--- src/rtl/wait_condition_scheduler.sv ---
// Condition-wait scheduler: per-slot IDLE/DELAY/WAIT/PEND machines watching a shared value,
// with a round-robin arbiter that releases at most one pending slot per cycle.
module wait_condition_scheduler #(
    parameter  int NUM_SLOTS = 4,
    parameter  int VALUE_W   = 32,
    parameter  int DELAY_W   = 8,
    localparam int SLOT_W    = $clog2(NUM_SLOTS)
) (
    input  logic                 clk,
    input  logic                 rst,
    input  logic [VALUE_W-1:0]   value,
    input  logic                 arm_valid,
    output logic                 arm_ready,
    input  logic [SLOT_W-1:0]    arm_slot,
    input  logic [1:0]           arm_op,
    input  logic [VALUE_W-1:0]   arm_lo,
    input  logic [VALUE_W-1:0]   arm_hi,
    input  logic [DELAY_W-1:0]   arm_delay,
    input  logic [NUM_SLOTS-1:0] cancel,
    output logic                 release_valid,
    output logic [SLOT_W-1:0]    release_slot,
    output logic [NUM_SLOTS-1:0] busy
);

    typedef enum logic [1:0] {
        S_IDLE  = 2'd0,
        S_DELAY = 2'd1,
        S_WAIT  = 2'd2,
        S_PEND  = 2'd3
    } state_t;

    typedef enum logic [1:0] {
        OP_EQ    = 2'd0,
        OP_LT    = 2'd1,
        OP_GT    = 2'd2,
        OP_RANGE = 2'd3
    } op_t;

    state_t               r_state     [NUM_SLOTS];
    state_t               w_nextState [NUM_SLOTS];
    op_t                  r_op        [NUM_SLOTS];
    logic [VALUE_W-1:0]   r_lo        [NUM_SLOTS];
    logic [VALUE_W-1:0]   r_hi        [NUM_SLOTS];
    logic [DELAY_W-1:0]   r_cnt       [NUM_SLOTS];

    logic [NUM_SLOTS-1:0] w_armHit;
    logic [NUM_SLOTS-1:0] w_accept;
    logic [NUM_SLOTS-1:0] w_condTrue;
    logic [NUM_SLOTS-1:0] w_grantOh;
    logic                 w_grantValid;
    logic [SLOT_W-1:0]    w_grantSlot;
    logic [SLOT_W-1:0]    w_rrNext;

    logic [SLOT_W-1:0]    r_rr;
    logic                 r_releaseValid;
    logic [SLOT_W-1:0]    r_releaseSlot;

    // Arm handshake: a cancel on the target slot blocks acceptance in the same cycle.
    always_comb begin
        w_armHit  = '0;
        w_accept  = '0;
        arm_ready = 1'b0;
        for (int i = 0; i < NUM_SLOTS; i++) begin
            w_armHit[i] = (arm_slot == SLOT_W'(i));
            if (w_armHit[i] && (r_state[i] == S_IDLE) && !cancel[i]) begin
                arm_ready = 1'b1;
            end
        end
        for (int i = 0; i < NUM_SLOTS; i++) begin
            w_accept[i] = arm_valid && w_armHit[i] && (r_state[i] == S_IDLE) && !cancel[i];
        end
    end

    // An empty range (lo >= hi) can never satisfy both strict compares.
    always_comb begin
        w_condTrue = '0;
        for (int i = 0; i < NUM_SLOTS; i++) begin
            case (r_op[i])
                OP_EQ:    w_condTrue[i] = (value == r_lo[i]);
                OP_LT:    w_condTrue[i] = (value <  r_lo[i]);
                OP_GT:    w_condTrue[i] = (value >  r_lo[i]);
                OP_RANGE: w_condTrue[i] = (value > r_lo[i]) && (value < r_hi[i]);
                default:  w_condTrue[i] = 1'b0;
            endcase
        end
    end

    always_comb begin : arbiter
        int idx;
        w_grantValid = 1'b0;
        w_grantSlot  = '0;
        w_grantOh    = '0;
        idx          = 0;
        for (int k = 0; k < NUM_SLOTS; k++) begin
            idx = int'(r_rr) + k;
            if (idx >= NUM_SLOTS) begin
                idx = idx - NUM_SLOTS;
            end
            if (!w_grantValid && (r_state[idx] == S_PEND) && !cancel[idx]) begin
                w_grantValid   = 1'b1;
                w_grantSlot    = SLOT_W'(idx);
                w_grantOh[idx] = 1'b1;
            end
        end
        if (w_grantSlot == SLOT_W'(NUM_SLOTS - 1)) begin
            w_rrNext = '0;
        end else begin
            w_rrNext = w_grantSlot + SLOT_W'(1);
        end
    end

    // Cancel is applied last so it overrides both arm and grant.
    always_comb begin
        for (int i = 0; i < NUM_SLOTS; i++) begin
            w_nextState[i] = r_state[i];
            case (r_state[i])
                S_IDLE: begin
                    if (w_accept[i]) begin
                        if (arm_delay == '0) begin
                            w_nextState[i] = S_WAIT;
                        end else begin
                            w_nextState[i] = S_DELAY;
                        end
                    end
                end
                S_DELAY: begin
                    if (r_cnt[i] == DELAY_W'(1)) begin
                        w_nextState[i] = S_WAIT;
                    end
                end
                S_WAIT: begin
                    if (w_condTrue[i]) begin
                        w_nextState[i] = S_PEND;
                    end
                end
                S_PEND: begin
                    if (w_grantOh[i]) begin
                        w_nextState[i] = S_IDLE;
                    end
                end
                default: w_nextState[i] = S_IDLE;
            endcase
            if (cancel[i]) begin
                w_nextState[i] = S_IDLE;
            end
        end
    end

    always_ff @(posedge clk or posedge rst) begin
        if (rst) begin
            for (int i = 0; i < NUM_SLOTS; i++) begin
                r_state[i] <= S_IDLE;
            end
        end else begin
            for (int i = 0; i < NUM_SLOTS; i++) begin
                r_state[i] <= w_nextState[i];
            end
        end
    end

    always_ff @(posedge clk or posedge rst) begin
        if (rst) begin
            for (int i = 0; i < NUM_SLOTS; i++) begin
                r_op[i]  <= OP_EQ;
                r_lo[i]  <= '0;
                r_hi[i]  <= '0;
                r_cnt[i] <= '0;
            end
        end else begin
            for (int i = 0; i < NUM_SLOTS; i++) begin
                if (w_accept[i]) begin
                    r_op[i]  <= op_t'(arm_op);
                    r_lo[i]  <= arm_lo;
                    r_hi[i]  <= arm_hi;
                    r_cnt[i] <= arm_delay;
                end else if (r_state[i] == S_DELAY) begin
                    r_cnt[i] <= r_cnt[i] - DELAY_W'(1);
                end
            end
        end
    end

    // release_slot keeps its last value when nothing is granted.
    always_ff @(posedge clk or posedge rst) begin
        if (rst) begin
            r_rr           <= '0;
            r_releaseValid <= 1'b0;
            r_releaseSlot  <= '0;
        end else begin
            r_releaseValid <= w_grantValid;
            if (w_grantValid) begin
                r_releaseSlot <= w_grantSlot;
                r_rr          <= w_rrNext;
            end
        end
    end

    always_comb begin
        busy = '0;
        for (int i = 0; i < NUM_SLOTS; i++) begin
            busy[i] = (r_state[i] != S_IDLE);
        end
    end

    assign release_valid = r_releaseValid;
    assign release_slot  = r_releaseSlot;

endmodule
--- config.mk ---
export PLATFORM = sky130hd
export DESIGN_NAME = wait_condition_scheduler
export DESIGN_NICKNAME = d
export VERILOG_FILES = /design/src/rtl/wait_condition_scheduler.sv
export SDC_FILE = /design/constraint.sdc
export NUM_CORES = 1
export LEC_CHECK = 0
export CAP_MARGIN = 40
export CORE_UTILIZATION = 30
export DETAILED_ROUTE_END_ITERATION = 6
export GPL_ROUTABILITY_DRIVEN = 0
export PLACE_DENSITY_LB_ADDON = 0.2
export SYNTH_ARGS = -nofsm -noshare
export SYNTH_HDL_FRONTEND = slang
export SYNTH_SLANG_ARGS = --single-unit
--- constraint.sdc ---
create_clock -name clk -period 11.5 [get_ports clk]
set_clock_uncertainty 0.05 [all_clocks]
set_input_delay 1.725 -clock clk [delete_from_list [all_inputs] [get_ports clk]]
set_output_delay 1.725 -clock clk [all_outputs]
set_load 0.01 [all_outputs]
==> load_flow_metrics.sql <==
INSERT INTO impl_metrics (metric_group, metric, value, unit) VALUES
('status', 'status', 'finished clean', ''),
('critical_path', 'worst_setup_path_start_kind', 'primary input', ''),
('synthesis', 'netlist-cell-type-count', '65', ''),
('sta', 'period_share', '0.459', ''),
('sta', 'setup_total_negative_slack', '0', 'ns'),
('critical_path', 'critPathMaxFanout', '6', ''),
('power', 'power_density', '224', 'nW/um^2'),
('layout', 'final_nets', '2571', ''),
('route', 'first_pass_iters', '5', ''),
('synthesis', 'synth.top_cell.area_share', '0.406', ''),
('run', 'cap_viol_max_count', '0', ''),
('sta', 'post-route-min-period', '5.28', 'ns'),
('die', 'die-height', '254', 'um'),
('clock_tree', 'worst_setup_hold_path_clk_slew', '0.06', 'ns'),
('synthesis', 'ys.flop_type', 'sky130_fd_sc_hd__dfrtp_1', ''),
('sta', 'hold_viol_final', '0', ''),
('grt', 'vias_in_the_first_global_route', '15100', ''),
('sta', 'maxSlewHeadroom', '0.336', ''),
('clock_tree', 'clk-insertion-delay-late', '0.58', 'ns'),
('grt', 'pin_count_of_the_biggest_net_entering_global_routing', '95', ''),
('synthesis', 'netlist_top_cells_area', 'sky130_fd_sc_hd__dfrtp_1, sky130_fd_sc_hd__ha_1, sky130_fd_sc_hd__o21ai_0, sky130_fd_sc_hd__nand2_1, sky130_fd_sc_hd__inv_1', ''),
('placed_design', 'place.port_buffers', '122', ''),
('critical_path', 'critPathKind', 'primary input to output pin', ''),
('power', 'power_report.internal_total', '0.00322', 'W'),
('power', 'power.switching_fraction', '0.368', ''),
('power', 'net-switching-power', '0.00187', 'W'),
('route', 'wl', '54.9', 'mm'),
('synthesis', 'synth_top_cells_by_count', 'sky130_fd_sc_hd__dfrtp_1, sky130_fd_sc_hd__ha_1, sky130_fd_sc_hd__nand2_1, sky130_fd_sc_hd__inv_1, sky130_fd_sc_hd__o21ai_0', ''),
('critical_path', 'worst_ep_arrival_time', '3.50', 'ns'),
('power', 'combinationalPowerShare', '0.393', ''),
('synthesis', 'post_synth_arst_share', '1.00', ''),
('route', 'antenna_left', '0', ''),
('synthesis', 'yosysMostFrequentCell', 'sky130_fd_sc_hd__dfrtp_1', ''),
('synthesis', 'postSynthCellCount', '2040', ''),
('route', 'drt_first_iter_violations', '976', ''),
('sta', 'fmax', '190', 'MHz'),
('route', 'routedWlPerCell', '18.1', 'um'),
('die', 'std_cell_rows', '91', ''),
('grt', 'grt_first_pass_wirelength', '86.0', 'mm'),
('sta', 'grt_setup_unrepaired', 'false', ''),
('sta', 'report.final.slew_viol_count', '0', ''),
('clock_tree', 'cts_setup_buffers', '0', ''),
('clock_tree', 'clock_sink_count', '309', ''),
('layout', 'insertedDiodeCount', '0', ''),
('grt', 'antenna_found_initial', '1', ''),
('placed_design', 'place_hpwl', '40.6', 'mm'),
('layout', 'finalNonFillerCells', '3029', ''),
('clock_tree', 'clock_tree.root_cell', 'sky130_fd_sc_hd__clkbuf_16', ''),
('power', 'p_seq_frac', '0.355', ''),
('synthesis', 'synth_top_cell_by_area', 'sky130_fd_sc_hd__dfrtp_1', ''),
('synthesis', 'yosysWarnings', '0', ''),
('grt', 'overflow', '0', ''),
('power', 'pwr-share-clk', '0.252', ''),
('route', 'drc', '0', ''),
('die', 'die-width', '254', 'um'),
('route', 'vias', '14800', ''),
('sta', 'worstMarginPinSlew', '0.987', 'ns'),
('die', 'initial_utilization', '0.306', ''),
('critical_path', 'critPathRequiredTime', '9.73', 'ns'),
('clock_tree', 'holdBufCountCts', '0', ''),
('clock_tree', 'cts_tree', 'built', ''),
('layout', 'sequential_cell_area', '7730', 'um^2'),
('clock_tree', 'post_cts_resized', '0', ''),
('route', 'detail_route.vias_per_cell', '4.88', ''),
('clock_tree', 'cts_max_level', '2', ''),
('power', 'static-leakage-power', '10.4', 'nW'),
('synthesis', 'seq_area_frac_synth', '0.406', ''),
('layout', 'areaGrowthSynthToFinish', '19.3', '%'),
('clock_tree', 'cts_buffers', '41', ''),
('synthesis', 'mappedNetlistNets', '2443', ''),
('critical_path', 'setup.worst_path.end_class', 'output pin', '');
logic make-up (layout without fill, tap and decap cells):
| family | after synthesis | count (layout) | share of synthesized area |
|---|---|---|---|
| AND/OR/NAND/NOR | 518 | 518 | 0.128 |
| AO/OA/AOI/OAI | 466 | 466 | 0.140 |
| buffers and inverters | 338 | 490 | 0.0667 |
| flip-flops | 309 | 309 | 0.406 |
| adder cells (fa/ha/maj) | 288 | 288 | 0.189 |
| multiplexers | 92 | 92 | 0.0563 |
| XOR/XNOR | 29 | 29 | 0.0133 |
metrics by stage:
step                      worst slack [ns]  area [um^2]   util  hold WS (ns)  total power (W)
after CTS                             6.16        22700  0.365         0.456          0.00516
final                                 6.22        22700  0.365         0.452          0.00509
after global routing                  6.11        22700  0.365         0.466          0.00554
after detailed placement              6.16        21400  0.344         0.443          0.00383
after floorplan                       1.18        19000      -         0.423          0.00319
after global placement                5.79        21200  0.341         0.435          0.00375
registers in the layout (all words and copies together) (netlist names), named ones only:
register and flops:
r_hi 128, release_valid 1, r_lo 128, r_rr 1
r_cnt 32, r_op 8, release_slot 2, r_state 8
power by group through the flow:
stage	Combinational (W)	Clock [W]	Sequential [W]
after detailed placement	0.00200	0	0.00182
after global routing	0.00231	0.00136	0.00187
after floorplan	0.00142	0	0.00177
final	0.00200	0.00128	0.00181
after CTS	0.00202	0.00133	0.00181
after global placement	0.00194	0	0.00181
cell usage in the layout (no fill, tap or decap), types with 18 or more instances in the layout:
cell type / instances
sky130_fd_sc_hd__a21o_1: 22
sky130_fd_sc_hd__a21oi_1: 106
sky130_fd_sc_hd__clkbuf_16: 41
sky130_fd_sc_hd__clkdlybuf4s50_1: 122
sky130_fd_sc_hd__dfrtp_1: 309
sky130_fd_sc_hd__ha_1: 288
sky130_fd_sc_hd__inv_1: 280
sky130_fd_sc_hd__mux2_2: 80
sky130_fd_sc_hd__nand2_1: 283
sky130_fd_sc_hd__nand3_1: 44
sky130_fd_sc_hd__nand4_1: 45
sky130_fd_sc_hd__nor2_1: 41
sky130_fd_sc_hd__nor3_1: 20
sky130_fd_sc_hd__o21ai_0: 253
sky130_fd_sc_hd__xnor2_1: 18
layer usage:
metal	track usage	wire length, um
met1	0.227	25200
met2	0.288	25700
met3	0.0355	2470
met4	0.0530	1430
met5	0	13
final timing paths:
| path | from | to | slack [ns] | cells after the start |
|---|---|---|---|---|
| worst max-delay path | cancel[2] | arm_ready | 6.22 | 6 |
| worst min-delay path | r_hi[103] | r_hi[103] | 0.45 | 1 |
| worst max register to register | register | r_state[5] | 8.18 | 9 |
| worst min register to register | r_hi[103] | r_hi[103] | 0.45 | 1 |
| max in group asynchronous | rst | r_hi[4] | 8.70 | 3 |
| min in group asynchronous | rst | r_hi[18] | 1.57 | 2 |
area by class of cell:
class | count | area share
Timing Repair Buffer | 141 | 0.0652
Clock buffer | 54 | 0.0508
Sequential cell | 309 | 0.340
Inverter | 282 | 0.0469
Clock inverter | 13 | 0.00755
Multi-Input combinational cell | 1393 | 0.443
Tap cell | 837 | 0.0461
critical path, stage by stage:
cell,delay (ns)
sky130_fd_sc_hd__clkdlybuf4s50_1,0.50
sky130_fd_sc_hd__nand2b_1,0.27
sky130_fd_sc_hd__o21ai_0,0.18
sky130_fd_sc_hd__nand2_1,0.06
sky130_fd_sc_hd__o21ai_0,0.15
sky130_fd_sc_hd__clkdlybuf4s50_1,0.61
(Power assumes the default switching activity.)
